`src/rtl/gray_conv_arbiter.sv`:
```
// Purpose: round-robin arbiter sharing one registered binary<->Gray converter among NREQ requesters.
// Latency: 1 cycle from grant (req_valid & req_ready) to out_valid; 1 result/cycle when out_ready is held.
// Backpressure: single-entry output register; while out_valid & !out_ready all req_ready stay low.
//
// Ports:
//   clk, rst           rising-edge clock, asynchronous active-high reset
//   req_valid/req_ready per-requester handshake (req_ready is one-hot grant)
//   req_mode           per-requester direction: 0 = binary->Gray, 1 = Gray->binary
//   req_data           requester i code in bits [i*WIDTH +: WIDTH]
//   out_valid/out_ready result handshake
//   out_data/out_mode/out_id  converted code, its direction and the winning requester index
module gray_conv_arbiter #(
    parameter int WIDTH = 3,
    parameter int NREQ  = 4,
    parameter int IDW   = 2
) (
    input  logic                  clk,
    input  logic                  rst,
    input  logic [NREQ-1:0]       req_valid,
    input  logic [NREQ-1:0]       req_mode,
    input  logic [NREQ*WIDTH-1:0] req_data,
    output logic [NREQ-1:0]       req_ready,
    output logic                  out_valid,
    input  logic                  out_ready,
    output logic [WIDTH-1:0]      out_data,
    output logic                  out_mode,
    output logic [IDW-1:0]        out_id
);

    localparam int IW = IDW + 1;

    typedef enum logic {
        EMPTY = 1'b0,
        FULL  = 1'b1
    } state_t;

    state_t           state_q;
    state_t           state_d;
    logic [IDW-1:0]   last_q;
    logic [IDW-1:0]   win_idx;
    logic             win_found;
    logic [IW-1:0]    scan_idx;
    logic [WIDTH-1:0] win_data;
    logic             win_mode;
    logic             can_accept;
    logic             xfer;
    logic [WIDTH-1:0] data_q;
    logic             mode_q;
    logic [IDW-1:0]   id_q;

    // MSB passes through in both directions. Gray->binary uses the already
    // decoded next-higher bit, so the loop must run MSB to LSB.
    function automatic logic [WIDTH-1:0] conv(input logic [WIDTH-1:0] c, input logic m);
        logic [WIDTH-1:0] r;
        r = c;
        for (int k = WIDTH - 2; k >= 0; k--) begin
            r[k] = m ? (r[k+1] ^ c[k]) : (c[k+1] ^ c[k]);
        end
        return r;
    endfunction

    assign out_valid  = (state_q == FULL);
    assign can_accept = !out_valid || out_ready;

    // Scan offsets 1..NREQ from the last winner; the first valid requester
    // found wins, so the previous winner has lowest priority.
    always_comb begin
        win_found = 1'b0;
        win_idx   = '0;
        scan_idx  = '0;
        for (int off = 1; off <= NREQ; off++) begin
            scan_idx = {1'b0, last_q} + IW'(off);
            if (scan_idx >= IW'(NREQ)) begin
                scan_idx = scan_idx - IW'(NREQ);
            end
            if (!win_found && req_valid[scan_idx[IDW-1:0]]) begin
                win_found = 1'b1;
                win_idx   = scan_idx[IDW-1:0];
            end
        end
    end

    assign win_data = req_data[int'(win_idx)*WIDTH +: WIDTH];
    assign win_mode = req_mode[win_idx];

    // Grant is suppressed while rst is high so nothing is accepted during reset.
    always_comb begin
        req_ready = '0;
        if (!rst && win_found && can_accept) begin
            req_ready[win_idx] = 1'b1;
        end
    end

    assign xfer = |req_ready;

    // A new transfer always refills; a drain without refill empties.
    always_comb begin
        state_d = state_q;
        if (xfer) begin
            state_d = FULL;
        end else if (state_q == FULL && out_ready) begin
            state_d = EMPTY;
        end
    end

    always_ff @(posedge clk or posedge rst) begin
        if (rst) begin
            state_q <= EMPTY;
        end else begin
            state_q <= state_d;
        end
    end

    // Result fields and the priority pointer only move on a transfer.
    always_ff @(posedge clk or posedge rst) begin
        if (rst) begin
            data_q <= '0;
            mode_q <= 1'b0;
            id_q   <= '0;
            last_q <= IDW'(NREQ - 1);
        end else if (xfer) begin
            data_q <= conv(win_data, win_mode);
            mode_q <= win_mode;
            id_q   <= win_idx;
            last_q <= win_idx;
        end
    end

    assign out_data = data_q;
    assign out_mode = mode_q;
    assign out_id   = id_q;

endmodule

```
`config.mk`:
```
export PLATFORM = sky130hd
export DESIGN_NAME = gray_conv_arbiter
export DESIGN_NICKNAME = d
export VERILOG_FILES = /design/src/rtl/gray_conv_arbiter.sv
export SDC_FILE = /design/constraint.sdc
export NUM_CORES = 1
export LEC_CHECK = 0
export CORE_MARGIN = 8
export CORE_UTILIZATION = 40
export CTS_BUF_LIST = sky130_fd_sc_hd__clkbuf_4 sky130_fd_sc_hd__clkbuf_8
export CTS_CLUSTER_DIAMETER = 100
export CTS_CLUSTER_SIZE = 14
export DETAILED_ROUTE_END_ITERATION = 16
export PLACE_DENSITY = 0.92
export SLEW_MARGIN = 10
export SYNTH_ARGS = -nofsm -noshare
export SYNTH_HDL_FRONTEND = slang
export SYNTH_SLANG_ARGS = --single-unit
export TNS_END_PERCENT = 30
```
`constraint.sdc`:
```
create_clock -name clk -period 3.4 [get_ports clk]
set_input_delay 1.02 -clock clk [delete_from_list [all_inputs] [get_ports clk]]
set_output_delay 1.02 -clock clk [all_outputs]
set_load 0.01 [all_outputs]
```
* Yosys cells after proc, flatten, opt, wreduce, memory -nomap -nowiden
Index checks and enable logic that the tools add are counted.
** Word-level totals
- Bits in registers :: 9
- Output and inout bits :: 11
- Word-level logic and storage cells :: 71
** Operators by class
- Add/subtract/negate cells :: 8
- $mul :: 1
- $lt $le $gt $ge :: 10
- Shifts and indexed selects :: 1
- Muxes and demuxes :: 28
- Bitwise logic cells :: 3
- Reduce and logical (&&, ||, !) cells :: 15
** Operator list (number)
- 2-to-1 mux 2 bit :: 8
- < comparator 2 x 3 -> 1 bit, second input constant :: 5
- 2-to-1 mux 1 bit :: 13
- >= comparator 3 bit, second input constant :: 4
- variable part select 12 x 5 -> 3 bit :: 1
- binary-select mux 1 bit (select 2 bit) :: 5
- subtractor 2 x 1 -> 2 bit, second input constant :: 4
- logical AND 1 bit :: 7
- adder 2 x 2 -> 3 bit, second input constant :: 2
- logical NOT 1 bit :: 5
- multiplier 2 x 2 -> 4 bit, second input constant :: 1
- 2-to-1 mux 4 bit :: 1
- OR reduction 4 bit :: 1
- adder 2 x 1 -> 3 bit, second input constant :: 1
- adder 2 x 3 -> 3 bit, second input constant :: 1
- XOR 1 bit :: 3
- demux 1 bit (select 2 bit) :: 1
- >= comparator 2 x 1 -> 1 bit, second input constant :: 1
- nonzero test 2 bit :: 1
- logical OR 1 bit :: 1

* Longest topological paths before layout
Gate-level depths: netlist of the first run.
- Depth after elaboration :: 22
- Mapped depth :: 9

* Least setup slack after synthesis of the first run
Ideal clock, no wire load.
- Kind :: input to output
- From :: input req_valid[3]
- To :: output req_ready[2]
- Data arrival time :: 2.128 ns
- Required time :: 2.380 ns
- Path slack :: 0.252 ns
- Cell stages on the path :: 6
- Buffers on the path :: 1
- Path through :: nor2b_4 nor2_1 a211o_1 buf_6 or2_2 nor2_1
** On the way
- Cells in the longest elaborated chain, start to end :: 17
- Elaborated cells on any way between the ends :: 30
- Those cells by class :: order compare: 2; mux: 19; reduce/logical: 9
** Ends and longest elaborated chain
- start: declaration :: line 19 : input logic [NREQ-1:0] req_valid,
- binary-select mux 1 bit (select 2 bit) :: line 76 : if (!win_found && req_valid[scan_idx[IDW-1:0]]) begin
- 2-to-1 mux 1 bit (not written as such) :: line 76
- 2-to-1 mux 1 bit :: line 76
- logical NOT 1 bit :: line 76
- logical AND 1 bit :: line 76
- 2-to-1 mux 1 bit :: line 76
- logical NOT 1 bit :: line 76
- logical AND 1 bit :: line 76
- 2-to-1 mux 1 bit :: line 76
- logical NOT 1 bit :: line 76
- logical AND 1 bit :: line 76
- 2-to-1 mux 2 bit :: line 76
- < comparator 2 x 3 -> 1 bit (not written as such) / >= comparator 2 x 1 -> 1 bit (equally long branches) :: line 90 : req_ready[win_idx] = 1'b1;
- logical AND 1 bit (not written as such) :: line 90
- 2-to-1 mux 1 bit (not written as such) :: line 90
- demux 1 bit (select 2 bit) :: line 90
- 2-to-1 mux 4 bit (*) :: line 89 : if (!rst && win_found && can_accept) begin
- end: declaration :: line 22 : output logic [NREQ-1:0] req_ready,
Mark *: on every way between the ends. The rest lies on a longest branch, timed or not. The select of a mux whose other input is x is not followed.

* Worst setup path in the final report of the first run
- From :: input req_valid[1]
- To :: output req_ready[1]
Same word-level chain as after synthesis.

==> summary.txt, run 1 <==
Status
  • Outcome: completed

Floorplanning
  • Core ar.: 0.00152 sq mm
  • Initial Utilization: 43.0%
  • Full die area: 0.00319 sq mm
  • Die Ht: 56.5 um
  • Number of ports placed on the die boundary: 34
  • Chip width: between 50 and 60 um
  • Placement row count: 14

Drt
  • Starting DRC count in detailed routing: 14
  • Number of vias per cell: a little over 5
  • Pre-antenna DRT Iters: 4
  • Wirelength per Cell: 15.6 um
  • Post-route ant nets: 0
  • Count of vias placed by the detailed router: around 750
  • Sum of routed wire length over all layers: between 2 and 2.5 mm
  • DRC violations left: 0

Synthesis
  • Yosys warns: 0
  • Proportion of netlist area held by the largest area contributor: roughly a quarter
  • Post-synthesis instance area: 656 sq um
  • Leading area contributor after synthesis: dfrtp_1
  • Avg Inst Size Synth: roughly 8.5 sq um
  • Post-synthesis sequential area ratio: 34.7%
  • Post-Syn Nets: 100
  • Cell variety after synth: 26
  • Cell types occupying the most area after synthesis: dfrtp_1 27%, nand2_1 12%, dfstp_2 8.0%
  • Gate Count Post-Synth: 77
  • FF+latch count, synth: 9

Power and ir drop
  • Combinational Power Share: between 50% and 60%
  • Ratio of total power to cell area: 530 mW/mm^2
  • Power share of the clock group: 15.0%
  • Sw frac: 36.7%
  • Total power draw: 0.617 mW
  • Leakage dissipation: approximately 0.53 nW
  • Net switching power figure: about 0.23 mW
  • Seq pwr share: around 28%
  • Maximum resistive drop on vdd: approximately 0.00035 V
  • Internal power consumption: slightly below 0.4 mW

Place
  • Count of buffers from port buffering: 33
  • Placed wire-length estimate after detailed placement: 1.67 mm
  • DP Area: approximately 0.0011 sq mm
  • Count of placed standard cells including taps: 137
  • RD Place Congestion: 0.731

CTS
  • Clock root buffer master: clkbuf_4
  • Number of buffers inserted during clock tree synthesis: 3
  • Longest Clk Path Bufs: 2
  • H-tree depth: 1
  • Reg clk slew, reported paths: around 0.060 ns
  • Sink count of the clock tree: 9
  • Insertion delay to the later sink of the worst-skew pair: 0.26 ns
  • Clock tree from TritonCTS: yes

Final layout
  • Layout cell share with drive strength beyond 1: between 30% and 40%
  • Final instance area: approximately 0.0012 sq mm
  • ANT cells: 0
  • NumNets Final: between 150 and 200
  • Post-layout util: 76.4%
  • Final std cells w/o fill: approximately 150
  • Area used by multi-input combinational logic: 424 sq um
  • Flip-flop and latch area: around 230 sq um
  • Number of fillers in the final layout: 99
  • Layout area overhead: 77.5%
  • Most frequent standard cell in the layout excluding fill and tap cells: clkdlybuf4s50_1
  • Most frequent cells in the layout: 25 x clkdlybuf4s50_1, 21 x nand2_1, 15 x buf_4

Timing
  • Fin crit share: 98.2%
  • Setup tns final: 0 ns
  • Final number of hold-violating endpoints: 0
  • Setup repair after global routing missed its margin: false
  • Clock Skew: around 0.0032 ns
  • Worst slew margin relative to its limit: between 70% and 80%
  • Actual transition at the worst max-transition pin: ~0.35 ns
  • Maximum clock frequency: between 0.2 and 0.3 GHz
  • Count of endpoints failing setup in the final report: 0
  • Minimum period implied by the final worst setup slack: approximately 3.3 ns
  • Max Slew Vio Count: 0

Run
  • Max Cap Violations: 0

Global route
  • Antenna violations before repair: 0
  • Largest net degree at the start of global routing: 11
  • Via count of the first global-routing pass: between 700 and 800
  • Wire length of the first global-routing pass: about 3.6 mm
  • Global-route usage over all layers: between 10% and 20%
  • Overall overflow remaining after global route: 0

Critical path
  • CP peak stage delay: 0.28 ns
  • Crit path DAT: ~2.3 ns
  • Cell at the slowest stage of the critical path: dlygate4sd2_1
  • Startpoint types: input port
  • Series of cell instances along the critical path: dlygate4sd2_1 -> nor2_2 -> nor2_1 -> a211o_1 -> buf_6 -> and3_1 -> clkdlybuf4s15_2
  • Required @ worst endpoint: between 2 and 2.5 ns
  • CP Class: input port to primary output
  • Nature of the critical path endpoint: primary output
  • Largest fanout of any net on the critical path: 4

Worst hold path
  • Min-delay worst type: register to register
## Yosys cell counts (all sizes together)
master  instances
xnor2           1
o21ai           5
buf             2
nand2          21
dfstp           2
a211o           1
or2             1
o311a           1
a21o            1
dfrtp           7
nand2b          4
o311ai          1
a32o            2
nor2           10
inv             1
a32oi           2
a21oi           7
xor2            2
clkbuf          1
and3            2
and2            1
nor2b           2
## worst max-delay path, delay by kind of cell
| kind | cells | cell delay, ns |
|---|---|---|
| and+or+nand+nor | 3 | 0.38 |
| buffers and inverters | 3 | 0.63 |
| AOI/OAI and AO/OA | 1 | 0.28 |
## metrics by stage
stage	hold slack (ns)	setup slack (ns)
after floorplan	0.478	0.252
after detailed placement	0.472	-0.539
after global routing	0.539	0.0123
after global placement	0.469	-0.534
final	0.510	0.0604
after CTS	0.502	0.0878
## power by group through the flow
stage               registers [mW]  logic [mW]  clock network [mW]
floorplan                    0.180       0.171                   0
global placement             0.170       0.311                   0
detailed placement           0.171       0.321                   0
CTS                          0.171       0.350              0.0922
global route                 0.174       0.378              0.0976
finish                       0.172       0.352              0.0922
## flip-flops by register name, indices dropped and copies added, names as in the netlist
signal     cells
last_q         2
out_data       3
out_id         2
out_mode       1
out_valid      1
## worst paths after layout
kind / end / start / slack [ns] / cells after the start
setup reg to reg: out_data[0] / last_q[0] / 1.14 / 10
min in group asynchronous: out_data[0] / rst / 1.08 / 2
hold / removal: last_q[1] / last_q[1] / 0.51 / 2
setup / recovery: req_ready[1] / req_valid[1] / 0.06 / 7
max in group asynchronous: last_q[0] / rst / 2.02 / 2
hold reg to reg: last_q[1] / last_q[1] / 0.51 / 2
## cell families after synthesis
family / Yosys count / share of synthesized area (%)
AO/OA/AOI/OAI: 20 / 27.9
XOR/XNOR: 3 / 4.01
buffers and inverters: 4 / 4.58
flip-flops: 9 / 34.7
AND/OR/NAND/NOR: 41 / 28.8
## repair_timing
action                     CTS  global route
hold buffers                 0             0
setup endpoints to repair    4             0
setup buffers                4             0
resized for setup           30             0
## layer usage
metal  vias to the layer above  track usage (%)  wire (um)  share of wire [%]
met3                         4             3.37        145                6.4
met5                         -                0          0                  0
li1                        369                -          -                  -
met2                        27             21.9       1130                 50
met4                         0             4.12         14               0.62
met1                       348             17.1        962                 43
## cell type report
cell class | count | share of cell area (%)
timing repair buffer | 51 | 39.4
multi-input combinational | 64 | 36.5
sequential | 9 | 19.6
clock buffer | 4 | 2.58
tap | 16 | 1.72
inverter | 1 | 0.323
(Power assumes the default switching activity.)
==> inputs of run 2 (changes only) <==
SKIP_CTS_REPAIR_TIMING = 1   (was default)
==> run 2 against run 1 <==
Net effect: sequential power barely moved; hold slack worse by 0.0031 ns; cell count down 1.4%; clock-buffer cell count unchanged; flip-flop and latch count is the same; clock skew down 0.00052 ns; power fell by 1.3%; worst setup slack improved by 0.11 ns; wire length down 3.0%; maximum frequency increased by 3.5%; final area rose by 0.97%.
==> summary.txt, run 2 (synthesized netlist as in run 1, its figures left out) <==
Status
  • Outcome: completed

Floorplanning
  • Number of ports placed on the die boundary: 34
  • Initial Utilization: between 40 and 50%
  • Die Ht: 56.5 um
  • Placement row count: 14
  • Full die area: 0.00319 sq mm
  • Chip width: roughly 56 um
  • Core ar.: approximately 0.0015 sq mm

Place
  • Setup WS pre-CTS: -0.539 ns
  • Count of placed standard cells including taps: roughly 140
  • Placed wire-length estimate after detailed placement: about 1.7 mm
  • DP Area: approximately 0.0011 sq mm
  • RD Place Congestion: between 0.7 and 0.8
  • Count of buffers from port buffering: 33

Critical path
  • Dominant delay contributor by cell family on the critical path: buffers and inverters
  • Register-to-Register Path Depth: 10
  • Worst setup slack for register-to-register paths: ~1.1 ns
  • CP Class: input port to primary output
  • Reg2Reg Launch Point: last_q[0]
  • Series of cell instances along the critical path: clkdlybuf4s50_1 -> a21oi_2 -> buf_4 -> and2_1 -> and3_1 -> dlymetal6s2s_1
  • Endpoint of the lowest-slack register-to-register path: out_data[0]
  • Required @ worst endpoint: approximately 2.4 ns
  • Startpoint types: input port
  • Critical path buffer and inverter count: 3
  • Cell at the slowest stage of the critical path: clkdlybuf4s50_1
  • Largest fanout of any net on the critical path: 3
  • Nature of the critical path endpoint: primary output
  • CP peak stage delay: 0.44 ns
  • Crit path DAT: around 2.2 ns

CTS
  • Number of buffers inserted during clock tree synthesis: 3
  • Sink count of the clock tree: 9
  • H-tree depth: 1
  • Clock root buffer master: clkbuf_4
  • Insertion delay to the later sink of the worst-skew pair: between 0.2 and 0.3 ns
  • Longest Clk Path Bufs: 2
  • Reg clk slew, reported paths: about 0.060 ns
  • Clock tree from TritonCTS: yes

Power and ir drop
  • Leakage dissipation: approximately 0.56 nW
  • Maximum resistive drop on vdd: roughly 0.00036 V
  • Ratio of total power to cell area: between 500 and 600 mW/mm^2
  • Total power draw: between 0.6 and 0.7 mW

Timing
  • Actual transition at the worst max-transition pin: 0.352 ns
  • Fin crit share: 94.9%
  • Worst slew margin relative to its limit: approximately three quarters
  • Setup repair after global routing missed its margin: false
  • Max Slew Vio Count: 0
  • Final worst-path setup slack: 0.173 ns
  • Final number of hold-violating endpoints: 0
  • Count of endpoints failing setup in the final report: 0
  • Minimum period implied by the final worst setup slack: ~3.2 ns
  • Clock Skew: 0.00265 ns
  • Final-layout worst hold slack: 0.507 ns
  • Maximum clock frequency: between 0.3 and 0.4 GHz
  • Setup tns final: 0 ns

Global route
  • Antenna violations before repair: 0
  • Global-route usage over all layers: about an eighth
  • Largest net degree at the start of global routing: 11
  • Overall overflow remaining after global route: 0
  • Wire length of the first global-routing pass: roughly 3.4 mm
  • Via count of the first global-routing pass: approximately 760

Final layout
  • Layout cell share with drive strength beyond 1: 30.7%
  • Layout area overhead: 79.2%
  • Post-layout util: about 77%
  • Final instance area: approximately 0.0012 sq mm
  • Final std cells w/o fill: between 100 and 150
  • Most frequent standard cell in the layout excluding fill and tap cells: clkdlybuf4s50_1
  • Most frequent cells in the layout: 25 x clkdlybuf4s50_1, 21 x nand2_1, 14 x buf_4
  • NumNets Final: about 150
  • ANT cells: 0
  • Flip-flop count of the largest register after layout: 3

Drt
  • Count of vias placed by the detailed router: between 700 and 800
  • Number of vias per cell: 5.34
  • Post-route ant nets: 0
  • Top Metal Used: met4
  • Met2 routed wirelength: around 1.1 mm
  • DRC violations left: 0
  • Routed met1 length: ~800 um
  • Pre-antenna DRT Iters: 4
  • Sum of routed wire length over all layers: between 2 and 2.5 mm
  • Wirelength per Cell: roughly 15 um
  • Starting DRC count in detailed routing: 24
  • Met3 wirelength from detailed routing: between 200 and 250 um

Worst hold path
  • Min-delay worst type: register to register
  • Cell count of the worst hold path: 2
  • Min-delay src: out_mode
  • Endpoint, Worst Hold: out_mode

Run
  • Max Cap Violations: 0
## run 2: cell type report
type / count / area [sq um]
inverter: 1 / 3.75
sequential: 9 / 228
fill: 92 / 349
tap: 16 / 20.0
multi-input combinational: 64 / 432
clock buffer: 4 / 30.0
timing repair buffer: 49 / 462
## run 2: worst min-delay path, cell delays in order (launching register included)
cell	delay [ns]
dfrtp_1	0.35
nand2_1	0.05
o21ai_0	0.07
## run 2: how the worst max path moves through the flow
stage	startpoint	slack, ns	to	cells after the start
after floorplan	req_valid[3]	0.25	req_ready[2]	6
after global placement	req_valid[3]	-0.53	req_ready[2]	7
after detailed placement	req_valid[1]	-0.54	req_ready[3]	7
after CTS	req_valid[3]	-0.61	req_ready[3]	8
after global routing	rst	0.13	req_ready[1]	6
final	rst	0.17	req_ready[1]	6
## run 2: per-layer routing
metal | GRT usage (%) | vias to the layer above
met5 | 0 | -
met4 | 4.12 | 0
met3 | 3.82 | 4
met2 | 21.0 | 34
met1 | 15.0 | 360
li1 | - | 365
## run 2: where the power goes
part / internal, mW / switching, mW
registers: 0.145 / 0.0270
logic: 0.188 / 0.158
clock network: 0.0532 / 0.0375
